### src/rtl/seven_seg_scan.sv
// -----------------------------------------------------------------------------
// seven_seg_scan
//
// Multiplexed multi-digit seven-segment display driver. A committed value of
// NUM_DIGITS nibbles is scanned one digit per refresh tick onto shared segment
// lines with a one-hot digit select. New values are captured by a load strobe
// into a pending register and only committed at a frame boundary, so a digit
// never shows a mix of old and new data.
//
// Parameters
//   NUM_DIGITS  number of digits scanned (1..8)
//   DIV         clocks per refresh tick, i.e. per-digit dwell (>= 1)
//
// Ports
//   clk         system clock, rising edge
//   rst         synchronous active-high reset
//   load        one-cycle strobe, captures data_in/dp_in as pending value
//   data_in     nibble k drives digit k, digit 0 least significant
//   dp_in       decimal-point enable per digit
//   hex_mode    1: decode 0-F, 0: BCD with 10-15 blank (sampled live)
//   seg         segments {a,b,c,d,e,f,g}, MSB = a, active-high
//   dp          decimal point of the selected digit, active-high
//   dig         one-hot digit select, active-high
//   pending     a loaded value is waiting for commit
//   frame_done  one-cycle pulse after each full scan
//
// Build option
//   SEVEN_SEG_LZ_BLANK_EN  when defined, leading zero digits (from the top
//                          digit downward, never digit 0) are blanked.
// -----------------------------------------------------------------------------
module seven_seg_scan #(
    parameter int NUM_DIGITS = 4,
    parameter int DIV        = 50000
) (
    input  logic                    clk,
    input  logic                    rst,
    input  logic                    load,
    input  logic [4*NUM_DIGITS-1:0] data_in,
    input  logic [NUM_DIGITS-1:0]   dp_in,
    input  logic                    hex_mode,
    output logic [6:0]              seg,
    output logic                    dp,
    output logic [NUM_DIGITS-1:0]   dig,
    output logic                    pending,
    output logic                    frame_done
);

    localparam int PW = (DIV > 1) ? $clog2(DIV) : 1;
    localparam int IW = (NUM_DIGITS > 1) ? $clog2(NUM_DIGITS) : 1;

    localparam logic [PW-1:0] PCNT_LAST = PW'(DIV - 1);
    localparam logic [IW-1:0] IDX_LAST  = IW'(NUM_DIGITS - 1);

    logic [PW-1:0]           pcnt;
    logic [IW-1:0]           idx;
    logic                    tick;
    logic                    wrap;

    logic [4*NUM_DIGITS-1:0] pend_data;
    logic [NUM_DIGITS-1:0]   pend_dp;
    logic [4*NUM_DIGITS-1:0] com_data;
    logic [NUM_DIGITS-1:0]   com_dp;

    logic [3:0]              cur_nib;
    logic [6:0]              cur_seg;

    // Nibble to {a..g}. In BCD mode the non-decimal codes are blanked.
    function automatic logic [6:0] decode(input logic [3:0] nib, input logic hex);
        logic [6:0] s;
        case (nib)
            4'h0:    s = 7'b1111110;
            4'h1:    s = 7'b0110000;
            4'h2:    s = 7'b1101101;
            4'h3:    s = 7'b1111001;
            4'h4:    s = 7'b0110011;
            4'h5:    s = 7'b1011011;
            4'h6:    s = 7'b1011111;
            4'h7:    s = 7'b1110000;
            4'h8:    s = 7'b1111111;
            4'h9:    s = 7'b1111011;
            4'hA:    s = 7'b1110111;
            4'hB:    s = 7'b0011111;
            4'hC:    s = 7'b1001110;
            4'hD:    s = 7'b0111101;
            4'hE:    s = 7'b1001111;
            default: s = 7'b1000111;
        endcase
        if (!hex && (nib > 4'd9)) begin
            s = 7'b0000000;
        end
        return s;
    endfunction

    assign tick = (pcnt == PCNT_LAST);
    assign wrap = tick && (idx == IDX_LAST);

    // Prescaler and digit index.
    // NOTE: every sequential process uses non-blocking assignments so that all
    // registers update from the same pre-edge values, independent of order.
    always_ff @(posedge clk) begin
        if (rst) begin
            pcnt <= '0;
            idx  <= '0;
        end else if (tick) begin
            pcnt <= '0;
            idx  <= (idx == IDX_LAST) ? '0 : idx + 1'b1;
        end else begin
            pcnt <= pcnt + 1'b1;
        end
    end

    // Pending/committed value handling. A load in the wrap cycle bypasses the
    // pending register so the newest data is shown from the next frame on.
    // NOTE: the data registers are reset as well as the control bits, because
    // a reset must also clear what is on the display, not just the scan.
    always_ff @(posedge clk) begin
        if (rst) begin
            pend_data <= '0;
            pend_dp   <= '0;
            com_data  <= '0;
            com_dp    <= '0;
            pending   <= 1'b0;
        end else if (load && wrap) begin
            com_data  <= data_in;
            com_dp    <= dp_in;
            pending   <= 1'b0;
        end else if (load) begin
            pend_data <= data_in;
            pend_dp   <= dp_in;
            pending   <= 1'b1;
        end else if (wrap && pending) begin
            com_data  <= pend_data;
            com_dp    <= pend_dp;
            pending   <= 1'b0;
        end
    end

`ifdef SEVEN_SEG_LZ_BLANK_EN
    // Blank mask from the committed value: digit k (k >= 1) is blanked while
    // it and every digit above it are zero. Digit 0 is never blanked.
    logic [NUM_DIGITS-1:0] blank;
    logic                  zero_run;

    always_comb begin
        blank    = '0;
        zero_run = 1'b1;
        for (int k = NUM_DIGITS - 1; k >= 1; k--) begin
            zero_run = zero_run && (com_data[4*k +: 4] == 4'd0);
            blank[k] = zero_run;
        end
    end
`endif

    // Segment pattern for the digit currently selected by idx.
    // NOTE: outputs of a combinational process are given a default first so
    // that no path leaves them unassigned and no latch is inferred.
    always_comb begin
        cur_nib = com_data[4*int'(idx) +: 4];
        cur_seg = decode(cur_nib, hex_mode);
`ifdef SEVEN_SEG_LZ_BLANK_EN
        if (blank[idx]) begin
            cur_seg = 7'b0000000;
        end
`endif
    end

    // Registered display outputs; they lag idx by one clock.
    always_ff @(posedge clk) begin
        if (rst) begin
            seg        <= '0;
            dp         <= 1'b0;
            dig        <= '0;
            frame_done <= 1'b0;
        end else begin
            seg        <= cur_seg;
            dp         <= com_dp[idx];
            dig        <= NUM_DIGITS'(1) << idx;
            frame_done <= wrap;
        end
    end

endmodule

### config.mk
export PLATFORM = sky130hd
export DESIGN_NAME = seven_seg_scan
export DESIGN_NICKNAME = d
export VERILOG_FILES = /design/src/rtl/seven_seg_scan.sv
export SDC_FILE = /design/constraint.sdc
export NUM_CORES = 1
export LEC_CHECK = 0
export ABC_AREA = 1
export ABC_CLOCK_PERIOD_IN_PS = 2900
export CAP_MARGIN = 20
export CORE_ASPECT_RATIO = 1.1
export CORE_MARGIN = 2
export CORE_UTILIZATION = 50
export CTS_BUF_LIST = sky130_fd_sc_hd__clkbuf_4 sky130_fd_sc_hd__clkbuf_8 sky130_fd_sc_hd__clkbuf_16
export DETAILED_ROUTE_END_ITERATION = 6
export PLACE_DENSITY = 0.84
export SLEW_MARGIN = 20
export SYNTH_ARGS = -nofsm -noshare
export SYNTH_HDL_FRONTEND = slang
export SYNTH_SLANG_ARGS = --single-unit
### constraint.sdc
create_clock -name clk -period 2.9 [get_ports clk]
set_clock_uncertainty 0.15 [all_clocks]
set_input_delay 0.29 -clock clk [delete_from_list [all_inputs] [get_ports clk]]
set_output_delay 0.29 -clock clk [all_outputs]
set_load 0.02 [all_outputs]
==> results of run 1 <==
## power breakdown
group	switching [mW]	total, mW	internal [mW]
clock	0.356	0.931	0.575
sequential	0.0167	1.03	1.02
combinational	0.0869	0.168	0.0813
total	0.460	2.13	1.67
## Yosys cell counts, types with 4 or more instances
library cell / number / area share (%)
nor2_1: 45 / 4.6
o21ai_0: 5 / 0.68
buf_6: 8 / 2.5
dfxtp_1: 72 / 39
buf_4: 4 / 0.82
ha_1: 9 / 3.1
nor2_2: 21 / 3.6
a21oi_2: 20 / 4.8
a21oi_1: 14 / 1.9
nand3_1: 17 / 2.3
or2_2: 22 / 3.8
inv_1: 59 / 6.0
o211ai_1: 5 / 1.0
inv_2: 4 / 0.41
nand2_1: 136 / 14
nor3_1: 7 / 0.96
o21ai_1: 21 / 2.9
clkbuf_1: 6 / 0.61
## state kept, by name, indices dropped and copies added (netlist names)
name        count
pending         1
frame_done      1
com_dp          4
pend_dp         4
pcnt           16
pend_data      16
dig             4
seg             7
com_data       16
dp              1
idx             2
## cells by family (layout without fill, tap and decap cells)
logic type,count (synthesis),count (layout),synth area share [%]
flip-flops,72,72,39.3
adder cells (fa/ha/maj),9,9,3.07
buffers and inverters,83,120,10.6
AND/OR/NAND/NOR,268,268,34.4
XOR/XNOR,4,4,0.955
AO/OA/AOI/OAI,67,67,11.7
## through the flow
| stage | setup slack (ns) | cell area [µm²] | power [mW] | utilization (%) |
|---|---|---|---|---|
| 2_1_floorplan | 1.10 | 3670 | 1.16 | - |
| 3_3_place_gp | 0.642 | 4020 | 1.22 | 57.0 |
| 3_5_place_dp | 0.575 | 4020 | 1.23 | 57.0 |
| 4_1_cts | 0.625 | 4260 | 2.15 | 60.4 |
| 5_1_grt | 0.336 | 4260 | 2.22 | 60.4 |
| 6_report | 0.624 | 4260 | 2.13 | 60.4 |
## layout make-up
type / instances / area share (%)
tap: 85 / 2.50
inverter: 64 / 5.64
clock buffer: 14 / 4.23
clock inverter: 2 / 1.41
timing repair buffer: 40 / 9.22
multi-input combinational: 348 / 43.2
sequential: 72 / 33.8
## how the worst max path moves through the flow
stage	startpoint	to	slack [ns]	cells after the start
floorplan	idx[0]	seg[0]	1.10	9
global placement	load	com_dp[1]	0.64	6
detailed placement	load	com_dp[2]	0.58	6
CTS	idx[0]	seg[0]	0.62	10
global route	idx[0]	seg[4]	0.34	10
finish	idx[0]	seg[0]	0.62	10
## per-layer routing
metal,share of wire (%),vias to the layer above
met1,44,1343
met3,4.2,14
met2,50,51
met5,0,-
met4,1.5,0
li1,-,1621
==> results.sh, run 1 <==
export IMPL_fin_nets=568
export IMPL_synth_edf_count=0
export IMPL_r2r_cells=10
export IMPL_io_pin_count=38
export IMPL_critPathKind="flop to flop"
export IMPL_r2r_end="seg[0]"
export IMPL_first_iter_violations=117
export IMPL_wire_per_inst_um=11.4
export IMPL_die_y_um=93.8
export IMPL_crit_arrival_ns=2.36
export IMPL_hold_depth=1
export IMPL_synth_distinct_cells=38
export IMPL_avgSynthCellArea_um2=7.29
export IMPL_layout_drive_gt1_share_pct=17.8
export IMPL_chipWidth_um=85.7
export IMPL_slew_headroom_pct=62.5
export IMPL_numCtsBuffers=9
export IMPL_grt_use_met3_pct=5.27
export IMPL_hold_viol_final=0
export IMPL_cts_resized=0
export IMPL_met2_usage_pct=34.6
export IMPL_vias_per_cell=4.85
export IMPL_status="finished clean"
export IMPL_synth_fp_nets=536
export IMPL_holdBufCountCts=0
export IMPL_timing_fmax_ghz=0.439
export IMPL_dp_hpwl_mm=5.12
export IMPL_seqCellArea_um2=1440
export IMPL_finalSetupViolCount=0
export IMPL_gp_congestion=0.819
export IMPL_ir_worst_vdd_mv=0.414
export IMPL_grt_remaining_overflow=0
export IMPL_hold_path_class="flop to flop"
export IMPL_multi_input_area_um2=1840
export IMPL_synth_area_um2=3670
export IMPL_clk_pin_slew_worst_paths_ns=0.07
export IMPL_fp_coreArea_um2=7050
export IMPL_powerDensity_nw_per_um2=501
export IMPL_timing_critical_path_buf_inv=2
export IMPL_use_met1_pct=22.3
export IMPL_n_antenna_cell=0
export IMPL_p_leak_nw=1.89
export IMPL_fillers=664
export IMPL_cp_max_fo=16
export IMPL_area_growth_pct=16.1
export IMPL_setup_tns_ns=0
export IMPL_htreeDepth=3
export IMPL_path_common_cell="nand2_1"
export IMPL_ys_ff_latch=72
export IMPL_busiest_layer="met2"
export IMPL_rrSetupSlack_ns=0.62
export IMPL_clock_sinks=72
export IMPL_slew_viol_final=0
export IMPL_rows=32
export IMPL_grt_pass1_vias=2836
export IMPL_rsz0062_at_grt="no"
export IMPL_cp_cell_sequence="inv_2 > nand2_1 > nand3_1 > nand2_1 > inv_1 > ha_1 > o21ai_0 > nand3b_1 > nand2_1 > nor2_1"
export IMPL_synth_flop_cell="dfxtp_1"
export IMPL_drtPass1Iterations=4
export IMPL_min_period_ns=2.28
export IMPL_synthArstFlopShare_pct=0
export IMPL_drv_cap=0
export IMPL_yosysSeqAreaShare_pct=39.3
export IMPL_wl_mm=7.11
export IMPL_crit_slowest_cell="dfxtp_1"
export IMPL_initial_core_util_pct=52.0
export IMPL_synthesis_yosys_warnings=0
export IMPL_final_common_cell="nand2_1"
export IMPL_dpl_cell_count=609
export IMPL_ant_nets=0
export IMPL_end_kind="flop"
export IMPL_port_buffers=37
export IMPL_cp_slowest_stage_delay_ns=0.64
export IMPL_cts_tree="built"
export IMPL_worstPathRequired_ns=2.99
export IMPL_max_slew_worst_pin_slew_ns=0.561
export IMPL_crit_path_start_kind="flop"
export IMPL_grt_antenna_before_repair=0
export IMPL_min_to="pcnt[0]"
export IMPL_hold_ws_ns=0.303
export IMPL_cts_buffer_depth=2
export IMPL_dieArea_um2=8040
export IMPL_clk_latency_ns=0.35
export IMPL_track_usage_pct=19.4
export IMPL_syn_inst=503
export IMPL_cp_top_family="simple AND/OR/NAND/NOR gates"
export IMPL_grt_pass1_wl_mm=12.4
export IMPL_layout_common_cells="nand2_1 (136), dfxtp_1 (72), inv_1 (59)"
export IMPL_hp_start="pcnt[0]"
export IMPL_drcViolationCount=0
export IMPL_cts_root_buf="clkbuf_8"
export IMPL_post_cts_setup_buffer_count=0
export IMPL_period_share_pct=78.5
export IMPL_r2r_start="idx[0]"
export IMPL_vias=3029
export IMPL_grt_max_degree=27
export IMPL_instances_no_fill=625
Power figures use the tool's default switching activity.
==> inputs of run 2 (changes only) <==
--- a/config.mk
+++ b/config.mk
@@ -6,7 +6,7 @@
 export NUM_CORES = 1
 export LEC_CHECK = 0
 export ABC_AREA = 1
-export ABC_CLOCK_PERIOD_IN_PS = 2900
+export ABC_CLOCK_PERIOD_IN_PS = 2100
 export CAP_MARGIN = 20
 export CORE_ASPECT_RATIO = 1.1
 export CORE_MARGIN = 2
==> constraint.sdc (replaced) <==
create_clock -name clk -period 2.1 [get_ports clk]
set_clock_uncertainty 0.15 [all_clocks]
set_input_delay 0.21 -clock clk [delete_from_list [all_inputs] [get_ports clk]]
set_output_delay 0.21 -clock clk [all_outputs]
set_load 0.02 [all_outputs]
==> results.sh, run 2 (synthesis results as in run 1) <==
export IMPL_status="finished clean"
export IMPL_fin_nets=574
export IMPL_rsz0062_at_grt="no"
export IMPL_io_pin_count=38
export IMPL_htreeDepth=3
export IMPL_clock_sinks=72
export IMPL_ant_nets=0
export IMPL_grt_max_degree=29
export IMPL_track_usage_pct=21.1
export IMPL_wl_mm=7.74
export IMPL_grt_antenna_before_repair=0
export IMPL_p_leak_nw=1.90
export IMPL_cts_tree="built"
export IMPL_cts_root_buf="clkbuf_8"
export IMPL_drcViolationCount=0
export IMPL_layout_drive_gt1_share_pct=19.6
export IMPL_final_common_cell="nand2_1"
export IMPL_timing_fmax_ghz=0.520
export IMPL_clk_latency_ns=0.35
export IMPL_finalSetupViolCount=0
export IMPL_gp_congestion=0.942
export IMPL_dieArea_um2=8040
export IMPL_hold_viol_final=0
export IMPL_largestRegisters="com_data: 16 flops, pcnt: 16 flops, pend_data: 16 flops"
export IMPL_crit_path_start_kind="flop"
export IMPL_numCtsBuffers=9
export IMPL_end_kind="flop"
export IMPL_drtPass1Iterations=4
export IMPL_post_cts_setup_buffer_count=0
export IMPL_clk_pin_slew_worst_paths_ns=0.07
export IMPL_dp_hpwl_mm=5.38
export IMPL_grt_pass1_vias=3125
export IMPL_stdcell_area_um2=4280
export IMPL_vias=3143
export IMPL_min_period_ns=1.92
export IMPL_drv_cap=0
export IMPL_ir_worst_vdd_mv=0.370
export IMPL_first_iter_violations=143
export IMPL_max_slew_worst_pin_slew_ns=0.561
export IMPL_vias_per_cell=4.98
export IMPL_initial_core_util_pct=52.0
export IMPL_slew_headroom_pct=62.6
export IMPL_dpl_cell_area_um2=4080
export IMPL_grt_remaining_overflow=0
export IMPL_holdBufCountCts=0
export IMPL_slew_viol_final=0
export IMPL_worstPathRequired_ns=2.19
export IMPL_die_y_um=93.8
export IMPL_cp_max_fo=8
export IMPL_critPathKind="flop to flop"
export IMPL_crit_arrival_ns=2.01
export IMPL_chipWidth_um=85.7
export IMPL_rows=32
export IMPL_cts_buffer_depth=2
export IMPL_n_antenna_cell=0
export IMPL_wire_per_inst_um=12.3
export IMPL_fp_coreArea_um2=7050
export IMPL_powerDensity_nw_per_um2=639
export IMPL_period_share_pct=91.7
export IMPL_hold_ws_ns=0.317
export IMPL_grt_pass1_wl_mm=13.5
export IMPL_hold_path_class="flop to flop"
export IMPL_port_buffers=37
export IMPL_layout_common_cells="nand2_1 (133), dfxtp_1 (70), inv_1 (59)"
export IMPL_area_growth_pct=16.8
==> run 2: changes by cell type in the layout (fill, tap and decap cells not counted), sizes merged <==
cell / before / now
clkinv: 1 / 2
clkinvlp: 0 / 1
buf: 3 / 9
bufinv: 2 / 0
==> run 2: stage by stage <==
step	util, %	TNS (ns)	std cells	setup WS, ns	total power [mW]
floorplan	-	0	503	0.299	1.61
global route	60.8	0	631	0.0186	2.83
global placement	57.8	0	615	0.158	1.69
detailed placement	57.8	-0.149	615	-0.0348	1.70
CTS	60.6	0	631	0.0336	2.75
finish	60.8	0	631	0.175	2.74
==> run 2: power breakdown <==
part           internal (mW)  total, mW  switching, mW
logic                  0.115      0.242          0.127
clock network          0.551       1.07          0.517
registers               1.40       1.43         0.0229
total                   2.07       2.74          0.666
==> run 2: layout make-up <==
class,instances,area [µm²]
timing repair buffer,46,450
multi-input combinational,348,1850
fill,644,2770
sequential,72,1450
clock inverter,2,12.5
inverter,64,240
tap,85,106
clock buffer,14,180
==> run 2: worst paths after layout <==
path | from | to | slack [ns] | cells past startpoint
min reg2reg | pcnt[0] | pcnt[0] | 0.32 | 1
max | idx[1] | seg[4] | 0.18 | 9
min | pcnt[0] | pcnt[0] | 0.32 | 1
max reg2reg | idx[1] | seg[4] | 0.18 | 9
==> run 2: per-layer routing <==
metal  wire length (µm)  track usage, %  up-vias
met5                  0               0        -
met4                161            11.4        0
met3                250            3.78       12
met2               3850            35.9       59
met1               3470            25.1     1434
li1                   -               -     1638
==> run 2: worst max-delay path: stages (launching register included) <==
cell	delay, ns
dfxtp_2	0.37
inv_1	0.19
o211ai_1	0.16
nand2_2	0.14
inv_1	0.11
ha_1	0.22
o21ai_1	0.15
nand3b_1	0.13
nand2_2	0.14
a21oi_1	0.05
==> run 2: repair_timing <==
action,CTS,global route
resized for setup,1,6
cloned,0,0
endpoints found under the setup margin,6,7
pin swaps,0,0
==> inputs of run 3 (changes only) <==
--- a/config.mk
+++ b/config.mk
@@ -6,7 +6,7 @@
 export NUM_CORES = 1
 export LEC_CHECK = 0
 export ABC_AREA = 1
-export ABC_CLOCK_PERIOD_IN_PS = 2100
+export ABC_CLOCK_PERIOD_IN_PS = 2050
 export CAP_MARGIN = 20
 export CORE_ASPECT_RATIO = 1.1
 export CORE_MARGIN = 2
@@ -14,7 +14,6 @@
 export CTS_BUF_LIST = sky130_fd_sc_hd__clkbuf_4 sky130_fd_sc_hd__clkbuf_8 sky130_fd_sc_hd__clkbuf_16
 export DETAILED_ROUTE_END_ITERATION = 6
 export PLACE_DENSITY = 0.84
-export SLEW_MARGIN = 20
 export SYNTH_ARGS = -nofsm -noshare
 export SYNTH_HDL_FRONTEND = slang
 export SYNTH_SLANG_ARGS = --single-unit
==> constraint.sdc (replaced) <==
create_clock -name clk -period 2.05 [get_ports clk]
set_clock_uncertainty 0.15 [all_clocks]
set_input_delay 0.205 -clock clk [delete_from_list [all_inputs] [get_ports clk]]
set_output_delay 0.205 -clock clk [all_outputs]
set_load 0.02 [all_outputs]
==> results.sh, run 3 (synthesis results as in run 1) <==
export IMPL_wire_per_inst_um=11.8
export IMPL_layout_drive_gt1_share_pct=19.7
export IMPL_fin_nets=575
export IMPL_crit_path_start_kind="flop"
export IMPL_end_kind="flop"
export IMPL_clock_sinks=72
export IMPL_first_iter_violations=135
export IMPL_dpl_cell_area_um2=4080
export IMPL_final_common_cell="nand2_1"
export IMPL_dp_hpwl_mm=5.38
export IMPL_rows=32
export IMPL_grt_pass1_wl_mm=13.1
export IMPL_pre_cts_ws_ns=-0.0106
export IMPL_drtPass1Iterations=5
export IMPL_post_cts_setup_buffer_count=0
export IMPL_track_usage_pct=20.2
export IMPL_grt_pass1_vias=2954
export IMPL_grt_max_degree=34
export IMPL_n_antenna_cell=0
export IMPL_min_period_ns=1.88
export IMPL_cts_buffer_depth=2
export IMPL_cp_max_fo=8
export IMPL_clk_pin_slew_worst_paths_ns=0.07
export IMPL_cts_resized=1
export IMPL_hold_viol_final=0
export IMPL_vias_per_cell=4.94
export IMPL_max_slew_worst_pin_slew_ns=0.578
export IMPL_cts_tree="built"
export IMPL_hold_ws_ns=0.301
export IMPL_p_total_mw=2.70
export IMPL_critPathKind="flop to flop"
export IMPL_htreeDepth=3
export IMPL_status="finished clean"
export IMPL_slew_viol_final=0
export IMPL_largestRegisters="com_data: 16 flops, pcnt: 16 flops, pend_data: 16 flops"
export IMPL_timing_fmax_ghz=0.532
export IMPL_numCtsBuffers=9
export IMPL_fin_ws_ns=0.171
export IMPL_hold_path_class="flop to flop"
export IMPL_holdBufCountCts=0
export IMPL_crit_arrival_ns=1.95
export IMPL_grt_antenna_before_repair=0
export IMPL_drcViolationCount=0
export IMPL_dieArea_um2=8040
export IMPL_vias=3125
export IMPL_finalSetupViolCount=0
export IMPL_ir_worst_vdd_mv=0.513
export IMPL_drv_cap=0
export IMPL_grt_remaining_overflow=0
export IMPL_port_buffers=37
export IMPL_powerDensity_nw_per_um2=633
export IMPL_fin_util_pct=60.5
export IMPL_slew_headroom_pct=61.4
export IMPL_initial_core_util_pct=52.0
export IMPL_wl_mm=7.46
export IMPL_chipWidth_um=85.7
export IMPL_clk_latency_ns=0.34
export IMPL_gp_congestion=0.908
export IMPL_fp_coreArea_um2=7050
export IMPL_area_growth_pct=16.3
export IMPL_worstPathRequired_ns=2.12
export IMPL_p_leak_nw=1.90
export IMPL_ant_nets=0
export IMPL_layout_common_cells="nand2_1 (134), dfxtp_1 (70), inv_1 (58)"
export IMPL_die_y_um=93.8
export IMPL_stdcell_area_um2=4270
export IMPL_cts_root_buf="clkbuf_8"
export IMPL_period_share_pct=91.7
export IMPL_io_pin_count=38
## run 3: layout make-up
| cell class | count | area, µm² |
|---|---|---|
| flip-flops and latches | 72 | 1450 |
| repair buffers | 47 | 458 |
| inverters | 64 | 240 |
| well taps | 85 | 106 |
| fillers | 639 | 2780 |
| clock inverters | 4 | 20.0 |
| clock buffers | 12 | 153 |
| multi-input cells | 348 | 1840 |
## run 3: path summary, 6_finish.rpt
check / endpoint / slack, ns / start / depth (start not counted)
worst max-delay path: seg[4] / 0.17 / idx[1] / 9
worst min-delay path: pcnt[0] / 0.30 / pcnt[0] / 1
worst max register to register: seg[4] / 0.17 / idx[1] / 9
worst min register to register: pcnt[0] / 0.30 / pcnt[0] / 1
## run 3: worst max-delay path, stage by stage, from the launching register on
cell and delay [ns]:
dfxtp_2 0.37, inv_2 0.12, o211ai_1 0.10, nand2_1 0.16
inv_1 0.12, ha_1 0.22, o21ai_0 0.18, nand3b_1 0.14
nand2_2 0.14, a21oi_1 0.05
## run 3: per-layer routing
| layer | wire (µm) | GRT usage (%) | share of wire (%) | vias to the layer above |
|---|---|---|---|---|
| met3 | 264 | 3.51 | 3.5 | 12 |
| met5 | 0 | 0 | 0 | - |
| met2 | 3750 | 35.1 | 50 | 69 |
| met1 | 3320 | 24.5 | 44 | 1406 |
| li1 | - | - | - | 1638 |
| met4 | 129 | 8.73 | 1.7 | 0 |
## run 3: where the power goes
part	switching, mW	internal [mW]
Sequential	0.0238	1.44
Combinational	0.129	0.118
Clock	0.499	0.491
Total	0.652	2.05
## run 3: stage by stage
step	std cells	TNS, ns
finish	632	0
global route	632	-0.328
CTS	632	0
detailed placement	616	-0.0209
global placement	616	0
floorplan	503	0
==> patch (flow settings as in run 2) <==
Add an input register stage for `load`, `data_in`, `dp_in` and `hex_mode`; this delays them by one clock. Comments in the files are not updated.
--- a/src/rtl/seven_seg_scan.sv
+++ b/src/rtl/seven_seg_scan.sv
@@ -50,6 +50,18 @@
 
     localparam logic [PW-1:0] PCNT_LAST = PW'(DIV - 1);
     localparam logic [IW-1:0] IDX_LAST  = IW'(NUM_DIGITS - 1);
+
+    logic load_q;
+    logic [4*NUM_DIGITS-1:0] data_q;
+    logic [NUM_DIGITS-1:0] dp_q;
+    logic hex_mode_q;
+
+    always_ff @(posedge clk) begin
+        load_q     <= load;
+        data_q     <= data_in;
+        dp_q       <= dp_in;
+        hex_mode_q <= hex_mode;
+    end
 
     logic [PW-1:0]           pcnt;
     logic [IW-1:0]           idx;
@@ -120,13 +132,13 @@
             com_data  <= '0;
             com_dp    <= '0;
             pending   <= 1'b0;
-        end else if (load && wrap) begin
-            com_data  <= data_in;
-            com_dp    <= dp_in;
+        end else if (load_q && wrap) begin
+            com_data  <= data_q;
+            com_dp    <= dp_q;
             pending   <= 1'b0;
-        end else if (load) begin
-            pend_data <= data_in;
-            pend_dp   <= dp_in;
+        end else if (load_q) begin
+            pend_data <= data_q;
+            pend_dp   <= dp_q;
             pending   <= 1'b1;
         end else if (wrap && pending) begin
             com_data  <= pend_data;
@@ -156,7 +168,7 @@
     // that no path leaves them unassigned and no latch is inferred.
     always_comb begin
         cur_nib = com_data[4*int'(idx) +: 4];
-        cur_seg = decode(cur_nib, hex_mode);
+        cur_seg = decode(cur_nib, hex_mode_q);
 `ifdef SEVEN_SEG_LZ_BLANK_EN
         if (blank[idx]) begin
             cur_seg = 7'b0000000;
Behaviour: not the same (Yosys sat finds a counterexample within 4 cycles, from zero or initial values and one cycle with rst high).
==> patch against run 2 <==
Cell count rose by 9.4%; cell area is 7.5% higher; power grew 16%; synthesized area up 7.5%; setup slack better by 0.073 ns; die area up 7.2%; routed wire length down 5.3%; sequential cell count grew 22; largest power group unchanged; highest routed layer unchanged.
==> patch: results (changes against run 2) <==
{
  "setup_path": {
    "cpLargestDelayFamily": {"value": "simple AND/OR/NAND/NOR gates", "change": "unchanged"},
    "timing.critical_path.slowest_cell_delay": {"value": 0.42, "unit": "ns", "change": "was 0.37 ns"},
    "critPathMaxFanout": {"value": 16, "change": "was 8"},
    "arrival_time_at_the_worst_endpoint": {"value": 1.93, "unit": "ns", "change": "was 2.01 ns"},
    "crit_slowest_cell": {"value": "nand2_1", "change": "was dfxtp_2"}
  },
  "global_routing": {
    "grt_max_degree": {"value": 42, "change": "was 29"},
    "grt_pass1_vias": {"value": 3036, "change": "was 3125"},
    "antenna_found_initial": {"value": 0, "change": "unchanged"},
    "track_usage": {"value": 18.1, "unit": "%", "change": "was 21.1%"},
    "first_pass_grt_wire_length": {"value": 12600, "unit": "µm", "change": "was 13500 µm"}
  },
  "logic_synthesis": {
    "post_synth_main_area_contributors": {"value": "dfxtp_1, nand2_1, inv_1", "change": "unchanged"},
    "synthesis.nets": {"value": 577, "change": "was 536"},
    "yosysUniqueCellTypes": {"value": 28, "change": "was 38"},
    "synth-seq-area-share": {"value": 47.7, "unit": "%", "change": "was 39.3%"},
    "synthTopCellsByCount": {"value": "nand2_1, dfxtp_1, inv_1", "change": "unchanged"}
  },
  "status": {
    "run_status": {"value": "finished clean", "change": "unchanged"}
  },
  "final_layout": {
    "drive_above_1_share": {"value": 7.35, "unit": "%", "change": "was 19.6%"},
    "fillers": {"value": 693, "change": "was 644"},
    "final_nets": {"value": 613, "change": "was 574"}
  },
  "drt": {
    "drt_first_iter_violations": {"value": 117, "change": "was 143"},
    "finalWirelength": {"value": 7330, "unit": "µm", "change": "was 7740 µm"},
    "vias_per_cell": {"value": 4.74, "change": "was 4.98"}
  },
  "clock_tree": {
    "cts.path.max_buffers": {"value": 2, "change": "unchanged"}
  },
  "placed_design": {
    "dp_worst_setup_slack": {"value": 0.170, "unit": "ns", "change": "was -0.0348 ns"},
    "place.detailed.hpwl": {"value": 5140, "unit": "µm", "change": "was 5380 µm"},
    "gpl.final_weighted_congestion": {"value": 0.871, "change": "was 0.942"}
  },
  "power_and_ir_drop": {
    "leak_pwr": {"value": 2.15, "unit": "nW", "change": "was 1.90 nW"},
    "ir_worst_vdd": {"value": 0.495, "unit": "mV", "change": "was 0.370 mV"},
    "switching_share": {"value": 24.8, "unit": "%", "change": "was 24.3%"}
  },
  "sta": {
    "timing_worst_slew_pin_value": {"value": 0.529, "unit": "ns", "change": "was 0.561 ns"}
  },
  "hold_path": {
    "hold_class": {"value": "in -> reg", "change": "was reg -> reg"}
  }
}
patch: worst reg2reg max path: cells and delay by family (launching register included):
kind / cells / cell delay [ns]
fa+ha+maj: 1 / 0.19
flops: 1 / 0.37
simple gates: 5 / 1.02
patch: power groups by stage:
stage	registers [mW]	logic (mW)	clock network [mW]
finish	1.87	0.212	1.09
CTS	1.87	0.211	1.11
global placement	1.91	0.203	0
floorplan	1.91	0.117	0
global route	1.87	0.243	1.18
detailed placement	1.91	0.209	0
patch: routing by layer:
layer  GRT usage (%)  vias up  wire (µm)
met5               0        -          0
met2            29.1       85       3450
met3            3.48       11        322
met1            22.8     1431       3410
met4            8.51        0        148
li1                -     1746          -
patch: worst paths after layout:
| path | from | end | slack (ns) | depth (start not counted) |
|---|---|---|---|---|
| setup / recovery | pcnt[0] | pcnt[10] | 0.25 | 6 |
| hold / removal | data_in[4] | data_q[4] | 0.13 | 1 |
| setup reg to reg | pcnt[0] | pcnt[10] | 0.25 | 6 |
| hold reg to reg | pcnt[0] | pcnt[0] | 0.31 | 1 |
patch: area by class of cell:
type / instances / area [µm²] / area share (%)
clock buffer: 9 / 124 / 2.69
clock inverter: 7 / 56.3 / 1.22
inverter: 89 / 334 / 7.26
multi-input combinational: 339 / 1630 / 35.3
sequential: 94 / 1880 / 40.9
tap: 105 / 131 / 2.85
timing repair buffer: 47 / 445 / 9.68
patch: logic make-up after synthesis:
group	count (synthesis)	synth area share, %
AND/OR/NAND/NOR	239	25.9
AO/OA/AOI/OAI	87	11.4
adder cells (fa/ha/maj)	9	2.86
XOR/XNOR	4	0.888
buffers and inverters	111	11.3
flip-flops	94	47.7
patch: what timing repair did:
action / 4_1_cts / 5_1_grt
gates resized for setup: 0 / 5
buffers inserted: 0 / 1
endpoints found under the setup margin: 0 / 7
patch: metrics by stage:
step                      hold slack, ns  utilization, %  instance area, µm²  cells
after floorplan                   0.0877               -                3940    544
after global placement             0.277            58.3                4400    673
after detailed placement           0.288            58.3                4400    673
after CTS                          0.112            60.6                4580    689
after global routing               0.116            60.9                4600    690
final                              0.126            60.9                4600    690
